<file path="config.mk">
export PLATFORM = sky130hd
export DESIGN_NAME = lsu
export DESIGN_NICKNAME = d
export VERILOG_FILES = /design/src/rtl/riscv_pkg.sv /design/src/rtl/lsu_align.sv /design/src/rtl/lsu.sv
export SDC_FILE = /design/constraint.sdc
export NUM_CORES = 1
export LEC_CHECK = 0
export BUFFER_PORTS_ARGS = -buffer_cell sky130_fd_sc_hd__buf_2
export CAP_MARGIN = 20
export CORE_ASPECT_RATIO = 0.9
export CORE_MARGIN = 10
export CORE_UTILIZATION = 55
export CTS_CLUSTER_SIZE = 24
export DETAILED_ROUTE_END_ITERATION = 16
export GPL_TIMING_DRIVEN = 0
export PLACE_DENSITY_LB_ADDON = 0.1
export SYNTH_ARGS = -nofsm -noshare
export SYNTH_HDL_FRONTEND = slang
export SYNTH_SLANG_ARGS = --single-unit
</file>
<file path="constraint.sdc">
create_clock -name clk -period 4 [get_ports clk]
set_clock_uncertainty 0.15 [all_clocks]
set_input_delay 0.4 -clock clk [delete_from_list [all_inputs] [get_ports clk]]
set_output_delay 0.4 -clock clk [all_outputs]
set_load 0.1 [all_outputs]
</file>
<file path="src/rtl/riscv_pkg.sv">
// Shared core definitions: memsize (funct3) encodings and the load/store unit state type.
package riscv_pkg;

  localparam logic [2:0] MEM_B  = 3'b000;
  localparam logic [2:0] MEM_H  = 3'b001;
  localparam logic [2:0] MEM_W  = 3'b010;
  localparam logic [2:0] MEM_BU = 3'b100;
  localparam logic [2:0] MEM_HU = 3'b101;

  typedef enum logic [1:0] {IDLE, BEAT0, BEAT1, DONE} lsu_state_t;

  // Byte-lane mask of an access of the given size, anchored at lane 0.
  function automatic logic [3:0] size_mask(input logic [2:0] sz);
    case (sz[1:0])
      2'b00:   return 4'b0001;
      2'b01:   return 4'b0011;
      default: return 4'b1111;
    endcase
  endfunction

endpackage

</file>
<file path="src/rtl/lsu_align.sv">
// Combinational lane steering for the load/store unit: store lanes, split/illegal
// detection for an incoming request, and extract/extend of a two-word load window.
module lsu_align import riscv_pkg::*; (
  input  logic        i_memwrite,
  input  logic        i_memtoreg,
  input  logic [2:0]  i_memsize,
  input  logic [1:0]  i_off,
  input  logic [31:0] i_wdata,
  input  logic [2:0]  i_ld_size,
  input  logic [1:0]  i_ld_off,
  input  logic [63:0] i_ld_word,
  output logic [7:0]  o_be64,
  output logic [63:0] o_wd64,
  output logic        o_split,
  output logic        o_illegal,
  output logic [31:0] o_ldata
);

  logic [31:0] w_shifted;

  always_comb begin
    o_be64    = {4'b0000, size_mask(i_memsize)} << i_off;
    o_wd64    = {32'b0, i_wdata} << {i_off, 3'b000};
    o_split   = |o_be64[7:4];
    o_illegal = (i_memwrite == i_memtoreg) ||
                (i_memsize inside {3'b011, 3'b110, 3'b111}) ||
                (i_memwrite && i_memsize[2]);
  end

  assign w_shifted = 32'(i_ld_word >> {i_ld_off, 3'b000});

  always_comb begin
    case (i_ld_size)
      MEM_B:   o_ldata = {{24{w_shifted[7]}}, w_shifted[7:0]};
      MEM_BU:  o_ldata = {24'b0, w_shifted[7:0]};
      MEM_H:   o_ldata = {{16{w_shifted[15]}}, w_shifted[15:0]};
      MEM_HU:  o_ldata = {16'b0, w_shifted[15:0]};
      default: o_ldata = w_shifted;
    endcase
  end

endmodule

</file>
<file path="src/rtl/lsu.sv">
// Load/store unit: turns one accepted memory request into one or two word-aligned
// bus beats and returns a single-cycle response with extended load data.
module lsu import riscv_pkg::*; #(
  parameter int ADDR_W = 32
) (
  input  logic              clk,
  input  logic              rst_n,
  input  logic              req_valid,
  output logic              req_ready,
  input  logic              memwrite,
  input  logic              memtoreg,
  input  logic [2:0]        memsize,
  input  logic [ADDR_W-1:0] addr,
  input  logic [31:0]       wdata,
  output logic              resp_valid,
  output logic [31:0]       resp_rdata,
  output logic              resp_err,
  output logic              bus_req,
  output logic              bus_we,
  output logic [ADDR_W-1:0] bus_addr,
  output logic [3:0]        bus_be,
  output logic [31:0]       bus_wdata,
  input  logic              bus_ack,
  input  logic [31:0]       bus_rdata
);

  lsu_state_t        r_state, w_next;
  logic              r_we, r_ld, r_split, r_err;
  logic [2:0]        r_size;
  logic [1:0]        r_off;
  logic [ADDR_W-1:0] r_base;
  logic [7:0]        r_be64;
  logic [63:0]       r_wd64;
  logic [31:0]       r_lo, r_hi, r_rdata;

  logic [7:0]  w_be64;
  logic [63:0] w_wd64;
  logic        w_split, w_illegal, w_accept, w_fin;
  logic [31:0] w_lo, w_hi, w_ldata;

  // Feed the beat's bus data straight into the extractor so the result is ready on the final ack.
  assign w_lo     = (r_state == BEAT0) ? bus_rdata : r_lo;
  assign w_hi     = (r_state == BEAT1) ? bus_rdata : r_hi;
  assign w_accept = (r_state == IDLE) && req_valid;
  assign w_fin    = bus_ack && (((r_state == BEAT0) && !r_split) || (r_state == BEAT1));

  lsu_align u_align (
    .i_memwrite (memwrite),
    .i_memtoreg (memtoreg),
    .i_memsize  (memsize),
    .i_off      (addr[1:0]),
    .i_wdata    (wdata),
    .i_ld_size  (r_size),
    .i_ld_off   (r_off),
    .i_ld_word  ({w_hi, w_lo}),
    .o_be64     (w_be64),
    .o_wd64     (w_wd64),
    .o_split    (w_split),
    .o_illegal  (w_illegal),
    .o_ldata    (w_ldata)
  );

  always_ff @(posedge clk or negedge rst_n) begin
    if (!rst_n) r_state <= IDLE;
    else        r_state <= w_next;
  end

  always_comb begin
    w_next = r_state;
    case (r_state)
      IDLE:    if (req_valid) w_next = w_illegal ? DONE : BEAT0;
      BEAT0:   if (bus_ack) w_next = r_split ? BEAT1 : DONE;
      BEAT1:   if (bus_ack) w_next = DONE;
      DONE:    w_next = IDLE;
      default: w_next = IDLE;
    endcase
  end

  always_ff @(posedge clk or negedge rst_n) begin
    if (!rst_n) begin
      r_we    <= 1'b0;
      r_ld    <= 1'b0;
      r_split <= 1'b0;
      r_err   <= 1'b0;
      r_size  <= '0;
      r_off   <= '0;
      r_base  <= '0;
      r_be64  <= '0;
      r_wd64  <= '0;
      r_lo    <= '0;
      r_hi    <= '0;
      r_rdata <= '0;
    end else begin
      if (w_accept) begin
        r_we    <= memwrite;
        r_ld    <= memtoreg;
        r_size  <= memsize;
        r_off   <= addr[1:0];
        r_base  <= {addr[ADDR_W-1:2], 2'b00};
        r_be64  <= w_be64;
        r_wd64  <= w_wd64;
        r_split <= w_split;
        r_lo    <= '0;
        r_hi    <= '0;
        if (w_illegal) begin
          r_err   <= 1'b1;
          r_rdata <= '0;
        end
      end
      if ((r_state == BEAT0) && bus_ack) r_lo <= bus_rdata;
      if ((r_state == BEAT1) && bus_ack) r_hi <= bus_rdata;
      if (w_fin) begin
        r_err   <= 1'b0;
        r_rdata <= r_ld ? w_ldata : 32'b0;
      end
    end
  end

  assign req_ready  = (r_state == IDLE);
  assign resp_valid = (r_state == DONE);
  assign resp_rdata = r_rdata;
  assign resp_err   = r_err;

  always_comb begin
    bus_req   = 1'b0;
    bus_we    = 1'b0;
    bus_addr  = '0;
    bus_be    = 4'b0000;
    bus_wdata = 32'b0;
    if (r_state == BEAT0) begin
      bus_req   = 1'b1;
      bus_we    = r_we;
      bus_addr  = r_base;
      bus_be    = r_be64[3:0];
      bus_wdata = r_wd64[31:0];
    end else if (r_state == BEAT1) begin
      bus_req   = 1'b1;
      bus_we    = r_we;
      bus_addr  = r_base + ADDR_W'(4);
      bus_be    = r_be64[7:4];
      bus_wdata = r_wd64[63:32];
    end
  end

endmodule
</file>
**Yosys cells after proc, flatten, opt, wreduce, memory -nomap -nowiden**

Cells that the tools add are included.

- Mux-type cells: 30
- Shift-type cells: 3
- $add $sub $neg: 1
- Equality and inequality tests: 14
- Reductions and logical operators: 21

Operators by type and width:

| operator | count |
|---|---|
| 32-bit two-way mux | 13 |
| 32-bit one-hot mux with 4 select lines | 1 |
| 32-bit by 5-bit << shifter with 64-bit output | 1 |
| 64-bit by 5-bit >> shifter with 32-bit output | 1 |
| 32-bit by 3-bit adder with 32-bit output (second input constant) | 1 |
| 3-bit == test (second input constant) | 4 |
| 1-bit two-way mux | 8 |
| 2-bit two-way mux | 4 |
| 4-bit two-way mux | 2 |
| 2-bit one-hot mux with 4 select lines | 1 |
| 4-bit one-hot mux with 2 select lines | 1 |
| 2-bit nonzero test | 4 |
| 4-bit by 2-bit << shifter with 8-bit output | 1 |
| 1-bit logical AND | 6 |
| 2-bit inequality test (second input constant) | 3 |
| 2-bit by 1-bit == test with 1-bit output (second input constant) | 2 |
| 2-bit == test (second input constant) | 2 |
| 2-bit zero test | 2 |
| 4-bit OR reduction | 1 |
| 3-bit by 1-bit == test with 1-bit output (second input constant) | 1 |
| 3-bit by 2-bit == test with 1-bit output (second input constant) | 1 |
| 3-bit zero test | 1 |
| 1-bit logical OR | 3 |
| 3-bit AND reduction | 1 |
| 4 further kinds | 4 |

- Input port bits: 105
- Output and inout bits: 105
- Register bits after elaboration: 209

**Longest topological paths before layout**

Gate-level depths: netlist of run 1.

- Depth in word-level cells: 7
- Gate-level depth with buffers: 9

**Modules after synthesis**

From an unflattened synthesis of run 1, not the netlist that was laid out.

- Cells, all modules: 986
- Area total of the unflattened synthesis: 11601.1 um^2

Modules (own cells, without submodules):

| module | area an instance (um^2) | cells an instance | instances | seq. area each (um^2) |
|---|---|---|---|---|
| lsu | 9623.0 | 746 | 1 | 5230.0 |
| lsu_align | 1978.1 | 240 | 1 | 0.0 |

**Worst setup path before layout of run 1**

OpenSTA, ideal clock, no wires.

- Kind: flip-flop to output port
- Start point: register r_state[1]
- End point: output bus_addr[24]
- Arrival time: 4.137 ns
- Data required time: 3.450 ns
- Cell stages (with the launch flop): 9
- Slack: -0.687 ns
- Path through: dfrtp_1 -> inv_1 -> ha_1 -> clkbuf_1 -> buf_2 -> buf_2 -> nor2_1 -> or2_2 -> o31ai_1

- Cells in the longest elaborated chain, start to end: 3
- Elaborated cells between the ends (all ways): 4

RTL lines:

| item | line | RTL |
|---|---|---|
| start, declared | lsu.sv:27 | `lsu_state_t r_state, w_next;` |
| start signal, assigned | lsu.sv:65 | `else r_state <= w_next;` |
| 2-bit == test | lsu.sv:136 | `end else if (r_state == BEAT1) begin` |
| 32-bit two-way mux | lsu.sv:136 |  |
| 32-bit two-way mux * | lsu.sv:130 | `if (r_state == BEAT0) begin` |
| end, declared | lsu.sv:20 | `output logic [ADDR_W-1:0] bus_addr,` |

Every way passes the cells marked *; elsewhere a longest branch is shown, timed or not.

**Final worst setup path of run 1**

- Start point: register r_state[1]
- End point: output bus_wdata[16]

- Cells in the longest elaborated chain, start to end: 3
- Elaborated cells between the ends (all ways): 4

RTL lines:

| item | line | RTL |
|---|---|---|
| 2-bit == test | lsu.sv:136 |  |
| 32-bit two-way mux | lsu.sv:136 |  |
| 32-bit two-way mux * | lsu.sv:130 |  |
| end, declared | lsu.sv:22 | `output logic [31:0] bus_wdata,` |

Marks and branches as above.

==> results of run 1 <==
[per-stage QoR]
step,area [sq um],setup slack [ns],hold slack [ns],instances
after floorplan,10200,0.141,-0.0456,965
after global placement,11500,-0.854,0.294,1414
after detailed placement,11600,-0.327,0.252,1416
after CTS,12500,0.0314,0.00284,1459
after global routing,12500,0.0150,0.0122,1460
final,12500,0.102,0.00840,1461
[tightest hold or removal path, delay by kind of cell]
kind                   cells  cell delay, ns
buffers and inverters      1            0.08
and+or+nand+nor            2            0.08
[routing by layer]
metal	routed length [um]	vias up	share of wire, %	track usage [%]
met5	0	-	0	0
met1	14800	4489	43	39.2
li1	-	4037	-	-
met4	777	0	2.3	7.95
met3	4070	60	12	10.7
met2	14700	548	43	38.8
[worst max-delay path by stage]
| stage | start | end | slack, ns | depth (start not counted) |
|---|---|---|---|---|
| finish | r_state[1] | bus_wdata[16] | 0.10 | 9 |
| global route | r_state[1] | bus_addr[28] | 0.02 | 10 |
| CTS | r_state[1] | bus_wdata[16] | 0.03 | 9 |
| detailed placement | r_state[1] | bus_wdata[3] | -0.33 | 9 |
| global placement | rst_n | r_wd64[44] | -0.85 | 1 |
| floorplan | r_state[1] | bus_addr[14] | 0.14 | 8 |
[cell families after synthesis]
family | after synthesis
compound gates | 255
xor+xnor | 20
fa+ha+maj | 6
buf+inv | 84
flops | 192
mux | 90
other cells | 1
simple gates | 316
[cells in the mapped netlist (2+ instances only)]
cell type and instances:
dfrtp_1 192, nand2_1 164, a22o_1 128, nor2_1 79, clkbuf_1 58, o21ai_0 36
mux4_2 34, mux2i_1 30, a221oi_1 23, mux2_2 21, a21oi_1 20, a211o_1 16
nand3_1 16, and2_1 15, xor2_1 15, buf_1 11, nor2b_1 11, a211oi_1 7
ha_1 6, nor3_1 6, buf_2 5, nand4_1 5, xnor2_1 5, a21o_1 4
inv_1 4, mux4_1 4, o31ai_1 4, or2_2 4, a31oi_1 3, and3_1 3
buf_6 3, nor4_1 3, o21a_1 3, a41o_1 2, buf_4 2, nand2b_1 2
nand3b_1 2, o221ai_1 2
[registers in the layout (all words and copies together) (netlist names)]
signal / cells
r_base: 30
r_be64: 7
r_hi: 24
r_ld: 1
r_lo: 32
r_off: 2
r_size: 3
r_split: 1
r_state: 2
r_wd64: 56
r_we: 1
resp_err: 1
resp_rdata: 32
[cell type report]
type                       instances  area (sq um)  share of cell area, %
antenna                            2          5.00                 0.0400
buffer                            79           353                   2.82
clock buffer                      17           425                   3.40
clock inverter                    15           244                   1.95
inverter                           5          18.8                  0.150
multi-input combinational        689          5070                   40.6
sequential                       192          4800                   38.4
tap                              245           307                   2.45
timing repair buffer             217          1280                   10.2
[timing repair]
item                       CTS  global route
hold buffers                11             0
setup endpoints to repair   67            65
hold endpoints to repair    81             0
gates resized for setup     52             9
==> metrics.csv, run 1 <==
stage,metric,value,unit
yosys,Post-Synth Simple-Gate Area,13.3,%
yosys,cell taking the most area after synthesis,dfrtp_1,
critical_path,Worst R2R Path Depth,8,
critical_path,Worst path slowest cell,dfrtp_1,
critical_path,CP Cell Sequence,inv_1 -> ha_1 -> clkbuf_4 -> clkbuf_4 -> buf_4 -> clkbuf_2 -> clkbuf_2 -> a22o_1 -> buf_4,
floorplan,die width,164,um
placement,Port Buffer Count,204,
hold_path,HP Class,in2reg,
sta,"Min Clock Period, post-route",3.90,ns
cts,CTS tree,built,
yosys,"Seq/Total Area, Yosys",47.1,%
yosys,fraction of the mapped netlist area in adder cells,0.736,%
yosys,post-synthesis cell count,964,
sta,final worst path period share,97.4,%
routing,Pre-antenna DRT Iters,5,
sta,Max Fclk,257,MHz
sta,Slew @ Worst Pin,1.07,ns
cts,CTS Buffer Depth,2,
yosys,complex-gate fraction of the synthesized area,19.7,%
yosys,Synth Area per Inst,10.6,sq um
cells_and_area,Fillers,1489,
cells_and_area,final core occ,68.4,%
yosys,Synth top area share,47.1,%
yosys,post-synthesis xor/xnor area fraction,1.72,%
yosys,"EDFF count, synth",0,
critical_path,worst path bufs/invs,7,
floorplan,die area,24400,sq um
cells_and_area,area grow syn2layout,22.7,%
cells_and_area,"leading cell types in the layout, fill and taps excluded","192 x dfrtp_1, 167 x buf_2, 164 x nand2_1",
status,status,"finished, final reports clean",
cells_and_area,Final nets,1312,
floorplan,starting density of the core,55.8,%
yosys,ys async rst share,100,%
cts,TritonCTS sink count,192,
yosys,#FFs+latches synth,192,
yosys,post-synth cell types,54,
critical_path,"Arr. time, crit path",3.35,ns
floorplan,I/O pins,210,
sta,RSZ-0062 raised after global routing,false,
cts,clk slew on worst S/H paths,0.07,ns
yosys,largest family of logic cells by synthesized area,compound AO/OA/AOI/OAI gates,
cells_and_area,share of layout cells above drive strength 1,26.9,%
floorplan,height of the die,149,um
floorplan,Core Region,18300,sq um
critical_path,crit-path max FO,10,
critical_path,reg2reg start,r_state[1],
cts,CTS Buf Count,17,
sta,final hold vios,0,
run,maxcap violations,0,
critical_path,RR Endpoint,resp_rdata[10],
hold_path,hold worst-path end,r_base[16],
critical_path,Critical Path RT,3.45,ns
sta,final setup vio count,0,
critical_path,Crit. End Element,output port,
global_route,first-pass GRT wire length,52.4,mm
routing,Final ANT Viol Nets,0,
cts,clk root buf,clkbuf_16,
hold_path,worst hold start,addr[16],
sta,TNS Setup,0,ns
yosys,Main synth FF type,dfrtp_1,
global_route,total track usage,27.7,%
cts,H-tree depth,4,
critical_path,"reg-to-reg slack, setup",0.55,ns
routing,final wirelength,34.3,mm
routing,Initial DRC Count,1028,
placement,HPWL after DPL,24.8,mm
routing,vias per cell,6.25,
yosys,post-synthesis mux area share,13.9,%
cts,clk_lat worst skew,0.44,ns
placement,RD Place Congestion,0.951,
sta,final slew viol count,0,
yosys,Ys Warns,0,
yosys,largest cells by area after synthesis,"dfrtp_1 47%, a22o_1 11%, mux4_2 7.5%, nand2_1 6.0%, mux2i_1 2.9%",
global_route,grt total ovfl,0,
routing,WL/cell,23.5,um
hold_path,worst hold path depth,3,
global_route,antenna violations before repair,2,
global_route,largest net degree at the start of global routing,122,
global_route,vias in the first global route,9013,
floorplan,std cell rows,47,
critical_path,cell family with most CP delay,buffers and inverters,
critical_path,WS Path Type,reg2out,
sta,Slew HR,28.3,%
critical_path,"slowest stage delay, CP",0.42,ns
critical_path,CP startpoint kind,flop,
cts,postcts setup bufs,0,
routing,vias,9134,
cells_and_area,"commonest non-fill, non-tap cell in the layout",dfrtp_1,
yosys,area of the mapped netlist,10200,sq um
routing,drt drc,0,
Power of run 1 is not shown: default switching activity piles up to over one toggle a cycle in this logic, so the estimate is an artifact.
==> run 2, diff against run 1 <==
Settings changed: SETUP_SLACK_MARGIN set to 0.5.
==> run 2 against run 1 <==
Compared with the run above:
- final cell count increased by 0.48%
- critical path type unchanged
- maximum frequency is 13% higher
- global-route usage rose by 0.24 points
- setup slack better by 0.45 ns
==> metrics.csv, run 2 (synthesis results as in run 1) <==
stage,metric,value,unit,change
status,status,"finished, final reports clean",,
floorplan,Core Region,18300,sq um,unchanged
cells_and_area,Fillers,1398,,-6.1%
routing,final wirelength,34.4,mm,+0.23%
global_route,grt total ovfl,0,,unchanged
cts,CTS tree,built,,
cells_and_area,share of layout cells above drive strength 1,28.8,%,+2.0 points
sta,RSZ-0062 raised after global routing,true,,
critical_path,CP Cell Sequence,inv_1 -> ha_1 -> clkbuf_4 -> nor2b_1 -> clkbuf_1 -> a22o_1 -> buf_8,,
floorplan,die area,24400,sq um,unchanged
critical_path,Worst R2R Path Depth,7,,-1
global_route,total track usage,28.0,%,+0.24 points
hold_path,worst hold path depth,3,,unchanged
floorplan,starting density of the core,55.8,%,unchanged
global_route,vias in the first global route,9319,,+3.4%
critical_path,reg2reg start,r_state[0],,
critical_path,"Arr. time, crit path",2.90,ns,-0.45 ns
cts,TritonCTS sink count,192,,unchanged
run,maxcap violations,0,,unchanged
sta,final worst path period share,86.2,%,-11 points
floorplan,std cell rows,47,,unchanged
critical_path,"reg-to-reg slack, setup",0.81,ns,+0.26 ns
routing,vias per cell,6.21,,-0.62%
cts,CTS Buffer Depth,2,,unchanged
critical_path,Worst path slowest cell,clkbuf_1,,
cts,CTS Buf Count,17,,unchanged
cells_and_area,"leading cell types in the layout, fill and taps excluded","192 x dfrtp_1, 164 x nand2_1, 147 x buf_2",,
sta,Slew HR,14.1,%,-14 points
sta,Setup WS post-layout,0.552,ns,+0.450 ns
placement,HPWL after DPL,24.9,mm,+0.38%
cells_and_area,final core occ,69.9,%,+1.5 points
critical_path,Crit. End Element,output port,,
critical_path,WS Path Type,reg2out,,
critical_path,RR Endpoint,resp_rdata[14],,
floorplan,height of the die,149,um,unchanged
sta,final setup vio count,0,,unchanged
global_route,antenna violations before repair,2,,unchanged
floorplan,I/O pins,210,,unchanged
critical_path,"slowest stage delay, CP",0.55,ns,+0.13 ns
sta,TNS Setup,0,ns,unchanged
hold_path,worst hold start,addr[14],,
critical_path,Critical Path RT,3.45,ns,about the same
cells_and_area,post-route cell area,12800,sq um,+2.2%
placement,Port Buffer Count,204,,unchanged
hold_path,hold worst-path end,r_base[14],,
placement,RD Place Congestion,0.971,,+2.1%
routing,Final ANT Viol Nets,0,,unchanged
hold_path,HP Class,in2reg,,
global_route,largest net degree at the start of global routing,99,,-19%
placement,Area after DPL,11600,sq um,+0.54%
placement,Place WS,-0.423,ns,-0.0963 ns
cts,clk root buf,clkbuf_16,,
routing,drt drc,0,,unchanged
global_route,first-pass GRT wire length,53.0,mm,+1.3%
critical_path,CP startpoint kind,flop,,
cells_and_area,area grow syn2layout,25.4,%,
floorplan,die width,164,um,unchanged
sta,final hold vios,0,,unchanged
sta,final slew viol count,0,,unchanged
cells_and_area,"commonest non-fill, non-tap cell in the layout",dfrtp_1,,
routing,vias,9121,,-0.14%
cts,H-tree depth,4,,unchanged
cells_and_area,Final nets,1320,,+0.61%
cells_and_area,largest reg by FF count,r_wd64,,
sta,"Min Clock Period, post-route",3.45,ns,-0.450 ns
cells_and_area,area of the multi-input gates,5150,sq um,+1.5%
sta,Slew @ Worst Pin,1.28,ns,+0.212 ns
cells_and_area,max reg flops,56,,unchanged
cts,clk_lat worst skew,0.45,ns,about the same
cts,clk slew on worst S/H paths,0.08,ns,about the same
routing,Initial DRC Count,1063,,+3.4%
cells_and_area,FF+latch area,4800,sq um,unchanged
routing,WL/cell,23.4,um,-0.25%
routing,Pre-antenna DRT Iters,6,,+1
critical_path,crit-path max FO,10,,unchanged
sta,Max Fclk,290,MHz,+13%
run 2: changes by cell type in the layout (fill, tap and decap cells not counted), moves of 10 or more:
cell,change
clkbuf_4,+10
buf_2,-20
nor2_2,+18
buf_4,-15
nor2_1,-19
buf_6,+29
run 2: area by class of cell:
cell class	count	share of cell area (%)
tap	245	2.40
multi-input combinational	689	40.3
clock inverter	15	1.26
inverter	5	0.147
antenna	1	0.0196
sequential	192	37.6
clock buffer	17	3.33
timing repair buffer	225	12.0
buffer	79	3.01
run 2: worst max-delay path by stage:
stage / depth (start not counted) / endpoint / startpoint / slack [ns]
2_1_floorplan: 8 / bus_addr[24] / r_state[1] / 0.18
3_3_place_gp: 1 / r_wd64[54] / rst_n / -0.84
3_5_place_dp: 9 / bus_wdata[10] / r_state[1] / -0.42
4_1_cts: 9 / bus_addr[16] / r_state[1] / 0.50
5_1_grt: 8 / bus_addr[22] / r_state[1] / 0.48
6_report: 7 / bus_wdata[10] / r_state[0] / 0.55
run 2: timing repair:
item                                    4_1_cts  5_1_grt
endpoints found under the hold margin       111        0
pin swaps                                     1        1
endpoints found under the setup margin       74       65
buffers inserted                              1        0
resized for setup                            90       42
hold buffers                                 18        0
run 2: critical path: cells and delay by family (launching register included):
kind            cells  cell delay [ns]
fa+ha+maj           1             0.31
buf+inv             4             1.21
simple gates        1             0.18
compound gates      1             0.32
flops               1             0.41
run 2: layer usage:
layer | share of wire [%] | routed length (um) | global-route usage [%] | vias to the layer above
li1 | - | - | - | 4052
met5 | 0.061 | 21 | 0 | -
met1 | 42 | 14300 | 37.7 | 4479
met3 | 12 | 3970 | 10.2 | 74
met4 | 1.9 | 667 | 8.57 | 4
met2 | 45 | 15400 | 41.5 | 512
run 2: metrics by stage:
| stage | std cells | hold slack [ns] |
|---|---|---|
| 2_1_floorplan | 965 | -0.0456 |
| 3_3_place_gp | 1414 | 0.303 |
| 3_5_place_dp | 1416 | 0.307 |
| 4_1_cts | 1467 | 0.00149 |
| 5_1_grt | 1467 | 0.0122 |
| 6_report | 1468 | 0.00406 |
Power of run 2 is left out for the same reason.
